File: src/rtl/mem_access_unit.sv
// Data-memory access stage: runs one valid/ready bus transaction per accepted
// load/store, steers store byte lanes, extends load data and stalls the control FSM.
module mem_access_unit #(
    parameter int unsigned TIMEOUT_CYCLES = 255
) (
    input  logic        clk,
    input  logic        reset,
    input  logic        req_read,
    input  logic        req_write,
    input  logic [31:0] addr,
    input  logic [31:0] wdata,
    input  logic [2:0]  funct3,
    output logic        busy,
    output logic        done,
    output logic [31:0] rdata_out,
    output logic        fault,
    output logic        bus_req,
    output logic        bus_we,
    output logic [31:0] bus_addr,
    output logic [31:0] bus_wdata,
    output logic [3:0]  bus_wstrb,
    input  logic        bus_ready,
    input  logic [31:0] bus_rdata
);

    typedef enum logic [1:0] {
        S_IDLE,
        S_REQ,
        S_DONE
    } state_t;

    localparam logic [15:0] TIMEOUT_LIMIT = 16'(TIMEOUT_CYCLES);

    state_t      state_q, state_d;
    logic        bus_req_q, bus_req_d;
    logic        bus_we_q, bus_we_d;
    logic [31:0] bus_addr_q, bus_addr_d;
    logic [31:0] bus_wdata_q, bus_wdata_d;
    logic [3:0]  bus_wstrb_q, bus_wstrb_d;
    logic [31:0] rdata_q, rdata_d;
    logic        fault_q, fault_d;
    logic [15:0] cnt_q, cnt_d;
    logic [2:0]  f3_q, f3_d;
    logic [1:0]  off_q, off_d;

    logic        req_any;
    logic        access_ok;
    logic [31:0] st_data;
    logic [3:0]  st_strb;
    logic [7:0]  ld_byte;
    logic [15:0] ld_half;
    logic [31:0] ld_ext;

    assign req_any = req_read | req_write;

    // funct3[1:0] gives the access size for both loads and stores.
    always_comb begin
        access_ok = 1'b1;
        if (funct3 == 3'd3 || funct3 == 3'd6 || funct3 == 3'd7) begin
            access_ok = 1'b0;
        end else if (funct3[1:0] == 2'd1 && addr[0]) begin
            access_ok = 1'b0;
        end else if (funct3[1:0] == 2'd2 && addr[1:0] != 2'd0) begin
            access_ok = 1'b0;
        end
    end

    always_comb begin
        case (funct3[1:0])
            2'd0: begin
                st_data = {4{wdata[7:0]}};
                st_strb = 4'b0001 << addr[1:0];
            end
            2'd1: begin
                st_data = {2{wdata[15:0]}};
                st_strb = addr[1] ? 4'b1100 : 4'b0011;
            end
            default: begin
                st_data = wdata;
                st_strb = 4'b1111;
            end
        endcase
    end

    // Lane selection uses the offset and size captured at accept, not the live inputs.
    always_comb begin
        case (off_q)
            2'd0:    ld_byte = bus_rdata[7:0];
            2'd1:    ld_byte = bus_rdata[15:8];
            2'd2:    ld_byte = bus_rdata[23:16];
            default: ld_byte = bus_rdata[31:24];
        endcase
        ld_half = off_q[1] ? bus_rdata[31:16] : bus_rdata[15:0];
        case (f3_q)
            3'd0:    ld_ext = {{24{ld_byte[7]}}, ld_byte};
            3'd4:    ld_ext = {24'd0, ld_byte};
            3'd1:    ld_ext = {{16{ld_half[15]}}, ld_half};
            3'd5:    ld_ext = {16'd0, ld_half};
            default: ld_ext = bus_rdata;
        endcase
    end

    // NOTE: every _d gets its hold value first so no path leaves it unassigned (no latches).
    always_comb begin
        state_d     = state_q;
        bus_req_d   = bus_req_q;
        bus_we_d    = bus_we_q;
        bus_addr_d  = bus_addr_q;
        bus_wdata_d = bus_wdata_q;
        bus_wstrb_d = bus_wstrb_q;
        rdata_d     = rdata_q;
        fault_d     = fault_q;
        cnt_d       = cnt_q;
        f3_d        = f3_q;
        off_d       = off_q;

        case (state_q)
            S_IDLE: begin
                if (req_any) begin
                    if (access_ok) begin
                        bus_addr_d  = {addr[31:2], 2'b00};
                        bus_we_d    = req_write;
                        bus_wdata_d = req_write ? st_data : 32'd0;
                        bus_wstrb_d = req_write ? st_strb : 4'd0;
                        f3_d        = funct3;
                        off_d       = addr[1:0];
                        bus_req_d   = 1'b1;
                        cnt_d       = 16'd0;
                        state_d     = S_REQ;
                    end else begin
                        fault_d = 1'b1;
                        state_d = S_DONE;
                    end
                end
            end
            S_REQ: begin
                if (bus_ready) begin
                    bus_req_d = 1'b0;
                    if (!bus_we_q) begin
                        rdata_d = ld_ext;
                    end
                    state_d = S_DONE;
                end else if (cnt_q + 16'd1 == TIMEOUT_LIMIT) begin
                    bus_req_d = 1'b0;
                    fault_d   = 1'b1;
                    rdata_d   = 32'd0;
                    state_d   = S_DONE;
                end else begin
                    cnt_d = cnt_q + 16'd1;
                end
            end
            S_DONE: begin
                cnt_d   = 16'd0;
                state_d = S_IDLE;
            end
            default: state_d = S_IDLE;
        endcase
    end

    // NOTE: state registers use non-blocking assignments so all of them update together.
    always_ff @(posedge clk) begin
        if (reset) begin
            state_q     <= S_IDLE;
            bus_req_q   <= 1'b0;
            bus_we_q    <= 1'b0;
            bus_addr_q  <= 32'd0;
            bus_wdata_q <= 32'd0;
            bus_wstrb_q <= 4'd0;
            rdata_q     <= 32'd0;
            fault_q     <= 1'b0;
            cnt_q       <= 16'd0;
            f3_q        <= 3'd0;
            off_q       <= 2'd0;
        end else begin
            state_q     <= state_d;
            bus_req_q   <= bus_req_d;
            bus_we_q    <= bus_we_d;
            bus_addr_q  <= bus_addr_d;
            bus_wdata_q <= bus_wdata_d;
            bus_wstrb_q <= bus_wstrb_d;
            rdata_q     <= rdata_d;
            fault_q     <= fault_d;
            cnt_q       <= cnt_d;
            f3_q        <= f3_d;
            off_q       <= off_d;
        end
    end

    assign busy      = (state_q == S_IDLE && req_any) || state_q == S_REQ;
    assign done      = (state_q == S_DONE);
    assign rdata_out = rdata_q;
    assign fault     = fault_q;
    assign bus_req   = bus_req_q;
    assign bus_we    = bus_we_q;
    assign bus_addr  = bus_addr_q;
    assign bus_wdata = bus_wdata_q;
    assign bus_wstrb = bus_wstrb_q;

endmodule

File: config.mk
export PLATFORM = sky130hd
export DESIGN_NAME = mem_access_unit
export DESIGN_NICKNAME = d
export VERILOG_FILES = /design/src/rtl/mem_access_unit.sv
export SDC_FILE = /design/constraint.sdc
export NUM_CORES = 1
export LEC_CHECK = 0
export ABC_CLOCK_PERIOD_IN_PS = 2400
export CELL_PAD_IN_SITES_DETAIL_PLACEMENT = 2
export CELL_PAD_IN_SITES_GLOBAL_PLACEMENT = 2
export CORE_MARGIN = 2
export CORE_UTILIZATION = 22
export DETAILED_ROUTE_END_ITERATION = 8
export PLACE_DENSITY = 0.79
export SYNTH_ARGS = -nofsm -noshare
export SYNTH_HDL_FRONTEND = slang
export SYNTH_SLANG_ARGS = --single-unit
File: constraint.sdc
create_clock -name clk -period 2.4 [get_ports clk]
set_clock_uncertainty 0.15 [all_clocks]
set_input_delay 0.24 -clock clk [delete_from_list [all_inputs] [get_ports clk]]
set_output_delay 0.24 -clock clk [all_outputs]
set_load 0.01 [all_outputs]
==> results of run 1 <==
==> repair_timing <==
item,CTS,global route
pin swaps,10,14
resized for setup,23,37
setup endpoints to repair,48,50
gates cloned,0,4
buffers inserted,4,4
==> Yosys cell counts, types with 5 or more instances <==
cell,number,area share
dfxtp_1,124,0.43
a22o_1,5,0.0077
nor3_1,16,0.014
nand3_1,10,0.0088
o2bb2ai_1,17,0.026
nor2_1,93,0.061
clkbuf_1,45,0.030
o21ai_0,40,0.035
a221o_1,6,0.011
buf_4,6,0.0079
nand3b_1,6,0.0079
inv_1,8,0.0053
nand4_1,7,0.0077
a21oi_1,90,0.079
a22oi_1,20,0.026
nor2b_1,9,0.0099
nand2_1,124,0.082
a31oi_1,8,0.0088
mux2i_1,22,0.039
==> where the power goes <==
part	internal (mW)	total, mW	switching [mW]
logic	0.529	1.07	0.543
registers	2.15	2.22	0.0664
clock network	1.53	2.58	1.05
total	4.21	5.87	1.66
==> stage by stage <==
| stage | TNS, ns | utilization | std cells | worst slack, ns | cell area (µm²) |
|---|---|---|---|---|---|
| CTS | 0 | 0.361 | 1296 | 0.00567 | 9140 |
| global placement | -1.69 | 0.335 | 1262 | -0.0993 | 8490 |
| floorplan | 0 | - | 727 | 0.0129 | 5740 |
| global route | -6.32 | 0.370 | 1303 | -0.206 | 9360 |
| detailed placement | -8.23 | 0.335 | 1262 | -0.310 | 8490 |
| finish | -1.96 | 0.370 | 1303 | -0.159 | 9360 |
==> kinds of logic after synthesis <==
family / after synthesis
and+or+nand+nor: 287
AOI/OAI and AO/OA: 212
DFF: 124
buffers and inverters: 68
muxes: 27
xor gates and xnor gates: 5
adders and majority gates: 2
other: 1
==> per-layer routing <==
metal	wire length [µm]	share of wire
met5	0	0
met1	10700	0.41
met2	13300	0.50
met4	369	0.014
met3	2040	0.077
==> placed cells by master (no fill, tap or decap), types with 16 or more instances in the layout <==
cell	synthesis	layout
a21oi_1	90	88
a22oi_1	20	16
buf_4	6	53
clkbuf_16	0	17
clkdlybuf4s50_1	0	205
dfxtp_1	124	115
mux2i_1	22	22
nand2_1	124	123
nor2_1	93	91
o21ai_0	40	38
o2bb2ai_1	17	17
==> area by class of cell <==
class / count / area, µm²
Timing Repair Buffer: 273 / 2650
Tap cell: 330 / 413
Sequential cell: 124 / 2500
Clock inverter: 13 / 144
Inverter: 8 / 30.0
Fill cell: 2827 / 16000
Multi-Input combinational cell: 537 / 3200
Clock buffer: 18 / 429
==> tightest hold or removal path, delay by kind of cell <==
kind | cells | cell delay (ns)
AO/OA/AOI/OAI | 1 | 0.16
buffers and inverters | 2 | 0.32
==> registers in the layout (all words and copies together) (netlist names), 2 cells and up <==
signal     count
state_q        2
rdata_out     32
cnt_q         16
f3_q           3
bus_wdata     32
off_q          2
bus_wstrb      4
bus_addr      30
==> worst paths after layout <==
path                                  start                        end  depth (start not counted)
setup / recovery      cnt_q[1]$_SDFFE_PP0P_     cnt_q[11]$_SDFFE_PP0P_                         10
hold / removal                        reset  rdata_out[2]$_SDFFE_PP0P_                          3
setup reg to reg      cnt_q[1]$_SDFFE_PP0P_     cnt_q[11]$_SDFFE_PP0P_                         10
hold reg to reg   bus_addr[11]$_SDFFE_PP0P_  bus_addr[11]$_SDFFE_PP0P_                          2
==> results.yml, run 1 <==
logic_synthesis:
  synth.distinct_cells: 53
  synthXorXnorAreaFrac: 0.00767
  synthAdderAreaFrac: 0.00438
  async_reset_ff_frac: 0
  synthSimpleGateAreaFrac: 0.222
  synth_area_per_cell_um2: 7.86
  synthFlopType: "dfxtp_1"
  synthMuxAreaShare: 0.0504
  yosysWarnings: 0
  syn_area_um2: 5710
  synth_compound_area_frac: 0.230
  synth_top_family_by_area: "compound AO/OA/AOI/OAI gates"
  synth-seq-cells: 124
  synthesis.instances: 726
  synth-edff-count: 0
  ys_seq_area_frac: 0.435
clocking:
  root_buffer: "clkbuf_16"
  clk_latency_ns: 0.41
  cts_made_buffers: 17
  cts_tree: "done"
  clkSinkCount: 124
  clkTransAtPathRegs_ns: 0.06
  cts_hold_buf: 0
  clock_path_buffers: 2
  htree_levels: 4
timing:
  timing.fmax_mhz: 391
  fin_crit_sh: 1.07
  fin_hold_ws_ns: 0.214
  slew_violations: 0
  rsz0062_at_grt: "yes"
  slew_headroom: 0.475
  hold_violations: 0
  setup_viol: 30
  setup_ws_ns: -0.159
  worst_pin_slew_ns: 0.785
  fin_crit_ns: 2.56
global_route:
  antenna_found_initial: 0
  grtUsageMet2: 0.313
  gr-usage-met3: 0.0669
  grt_pass1_vias: 6720
  grt-ovfl-total: 0
  grt_usage: 0.180
  gr-max-usage-layer: "met2"
  grt_max_degree: 105
  met1_usage: 0.210
  grt_pass1_wl_um: 37800
final_layout:
  syn2layout_area_growth_pct: 64.0
  final_nets: 1067
  num_antenna_cells: 0
  drive_above_1_share: 0.151
power_and_ir_drop:
  total_power_mw: 5.87
  p_leak_nw: 3.45
  power.density_nw_per_um2: 627
  peakVddDrop_v: 0.000361
routing:
  drt_pass1_iterations: 5
  drc: 0
  vias: 6354
  wl_per_cell_um: 20.3
  vias_per_cell: 4.88
  drt_iter0_drc: 218
  routed_wl_um: 26400
  antenna_violating_nets_post_route: 0
run:
  maxCapViolCount: 0
placed_design:
  place_congestion: 0.782
  io_buffers: 206
  dp.final_hpwl_um: 17600
setup_path:
  crit_path_start_kind: "register"
  cp_slowest_cell: "dfxtp_4"
  crit_buf_inv: 2
  path_cells: "ha_4 > nand3_4 > o21a_4 > o221ai_4 > nor4b_4 > buf_6 > a21boi_4 > buf_6 > a41oi_1 > a311oi_1"
  r2r_slack_ns: -0.16
  arrival_ns: 2.72
  cp-end-kind: "register"
  critical_path_class: "register to register"
  cp_max_fo: 6
  cpPeakStageDelay_ns: 0.38
  critPathMostFrequentCell: "buf_6"
  cp.required_ns: 2.56
  critPathTopFamily: "compound AO/OA/AOI/OAI gates"
run_status:
  status: "complete, but fails checks"
  failed_checks: "negative setup slack"
min_path:
  hold_path.class: "input port to register"
floorplanning:
  die-area_um2: 27300
  core_um2: 25300
  row_count: 58
  io_pins: 209
  fp.dieH_um: 165
  start_util: 0.225
  die-width_um: 165
Power figures use the tool's default switching activity.
==> run 2, diff against run 1 <==
--- a/config.mk
+++ b/config.mk
@@ -12,6 +12,7 @@
 export CORE_UTILIZATION = 22
 export DETAILED_ROUTE_END_ITERATION = 8
 export PLACE_DENSITY = 0.79
+export RECOVER_POWER = 100
 export SYNTH_ARGS = -nofsm -noshare
 export SYNTH_HDL_FRONTEND = slang
 export SYNTH_SLANG_ARGS = --single-unit
==> run 2 against run 1 <==
  * The flow still finishes with violations (negative setup slack)
  * Combinational power is 5% lower
  * Sequential cell count stayed put
  * Sequential power hardly changed
  * Maximum frequency is 0.95% higher
  * Worst hold slack worse by 0.0045 ns
  * Power is 0.99% lower
  * Cell count hardly changed
  * Clock-buffer cell count stayed put
  * Routed wire length is 0.37% lower
  * Global-route usage stayed put
  * First-iteration DRC count is 5.5% lower
  * Critical endpoint unchanged
  * Largest cell class unchanged
  * Highest routed layer unchanged
==> results.yml, run 2 (same netlist as run 1, synthesis figures left out) <==
final_layout:
  drive_above_1_share: 0.148
  postLayoutCoreUtil: 0.368
  instances_no_fill: 1304
  fillers: 2836
  final_cell_mix: "nand2_1 (123), dfxtp_1 (115), dlygate4sd3_1 (104)"
  syn2layout_area_growth_pct: 63.2
  final_common_cell: "nand2_1"
  final_nets: 1067
global_route:
  grt-ovfl-total: 0
  gr-usage-met3: 0.0669
  gr-max-usage-layer: "met2"
  grt_max_degree: 105
  grt_usage: 0.180
  grtUsageMet2: 0.313
  grt_pass1_vias: 6720
  antenna_found_initial: 1
  grt_pass1_wl_um: 37800
  met1_usage: 0.210
min_path:
  hold_end: "rdata_out[2]$_SDFFE_PP0P_"
  hp-start: "reset"
  hold_path.class: "input port to register"
  hold_depth: 3
timing:
  setup_viol: 33
  fin_hold_ws_ns: 0.209
  fin_crit_ns: 2.53
  fin_crit_sh: 1.06
  worst_pin_slew_ns: 0.751
  tns_ns: -1.99
  slew_headroom: 0.498
  hold_violations: 0
  rsz0062_at_grt: "yes"
  timing.fmax_mhz: 395
  slew_violations: 0
  setup_ws_ns: -0.135
floorplanning:
  io_pins: 209
  row_count: 58
  start_util: 0.225
  fp.dieH_um: 165
  die-area_um2: 27300
  die-width_um: 165
  core_um2: 25300
placed_design:
  io_buffers: 206
  placed_cells: 1262
  place_congestion: 0.782
  dp.final_hpwl_um: 17600
setup_path:
  reg2reg_to: "cnt_q[11]$_SDFFE_PP0P_"
  cp-end-kind: "register"
  critPathMostFrequentCell: "buf_6"
  path_cells: "ha_4 > nand3_4 > o21a_4 > o221ai_4 > nor4b_4 > buf_6 > a21boi_4 > buf_6 > a41oi_1 > a311oi_1"
  cp.required_ns: 2.57
  crit_path_start_kind: "register"
  reg2reg_from: "cnt_q[1]$_SDFFE_PP0P_"
  cp_max_fo: 6
  cpPeakStageDelay_ns: 0.38
  reg2reg_depth: 10
  crit_buf_inv: 2
  r2r_slack_ns: -0.13
  cp_slowest_cell: "dfxtp_4"
  arrival_ns: 2.70
  critical_path_class: "register to register"
  critPathTopFamily: "compound AO/OA/AOI/OAI gates"
clocking:
  htree_levels: 4
  clock_path_buffers: 2
  clkSinkCount: 124
  cts_hold_buf: 0
  clk_latency_ns: 0.41
  cts_made_buffers: 17
  cts_tree: "done"
  clkTransAtPathRegs_ns: 0.06
  root_buffer: "clkbuf_16"
routing:
  drt_iter0_drc: 206
  wl_per_cell_um: 20.2
  vias_per_cell: 4.87
  drt_pass1_iterations: 5
  vias: 6349
  antenna_violating_nets_post_route: 0
  drc: 0
  routed_wl_um: 26300
power_and_ir_drop:
  peakVddDrop_v: 0.000357
  p_leak_nw: 3.76
  total_power_mw: 5.81
  power.density_nw_per_um2: 624
run:
  maxCapViolCount: 0
run_status:
  status: "complete, but fails checks"
  failed_checks: "negative setup slack"
## run 2: cell count changes in the layout (fill, tap and decap cells not counted)
| cell | delta |
|---|---|
| clkbuf_1 | +2 |
| diode_2 | +1 |
| clkdlybuf4s50_1 | -104 |
| clkbuf_4 | +1 |
| o21ai_0 | +1 |
| buf_4 | -2 |
| dlygate4sd3_1 | +104 |
| clkbuf_2 | +1 |
| buf_12 | -2 |
| o21ai_4 | -1 |
## run 2: worst min-delay path, stage by stage
cell and delay [ns]:
buf_4 0.12, buf_12 0.20, a21oi_1 0.16
## run 2: layout make-up
| class | instances | area [µm²] | area share |
|---|---|---|---|
| antenna | 1 | 2.50 | 0.000268 |
| timing repair buffer | 273 | 2610 | 0.280 |
| multi-input combinational | 537 | 3190 | 0.342 |
| clock buffer | 18 | 429 | 0.0460 |
| sequential | 124 | 2500 | 0.269 |
| tap | 330 | 413 | 0.0443 |
| inverter | 8 | 30.0 | 0.00322 |
| clock inverter | 13 | 144 | 0.0154 |
## run 2: worst max path at each step
stage,startpoint,cells past startpoint,endpoint
after floorplan,cnt_q[3]$_SDFFE_PP0P_,10,rdata_out[6]$_SDFFE_PP0P_
after global placement,cnt_q[0]$_SDFFE_PP0P_,9,rdata_out[0]$_SDFFE_PP0P_
after detailed placement,cnt_q[0]$_SDFFE_PP0P_,9,rdata_out[0]$_SDFFE_PP0P_
after CTS,cnt_q[11]$_SDFFE_PP0P_,7,rdata_out[5]$_SDFFE_PP0P_
after global routing,cnt_q[6]$_SDFFE_PP0P_,8,rdata_out[6]$_SDFFE_PP0P_
final,cnt_q[1]$_SDFFE_PP0P_,10,cnt_q[11]$_SDFFE_PP0P_
## run 2: stage by stage
step	worst slack, ns	cell area, µm²
after CTS	0.00567	9140
after global routing	-0.206	9320
final	-0.135	9320
after floorplan	0.0129	5740
after global placement	-0.0993	8490
after detailed placement	-0.310	8490
## run 2: repair_timing
action | CTS | global route
pin swaps | 10 | 14
endpoints found under the setup margin | 48 | 50
gates resized for setup | 23 | 37
cloned | 0 | 4
buffers inserted | 4 | 4
## run 2: per-layer routing
| layer | up-vias | wire length [µm] |
|---|---|---|
| li1 | 3008 | - |
| met1 | 3122 | 10600 |
| met2 | 191 | 13200 |
| met3 | 28 | 2110 |
| met4 | 0 | 399 |
| met5 | - | 0 |
## run 2: where the power goes
part           switching [mW]  total [mW]  leakage, nW  internal [mW]
Clock                    1.05        2.58        0.269           1.53
Combinational           0.536        1.02         2.48          0.482
Sequential             0.0627        2.21         1.01           2.15
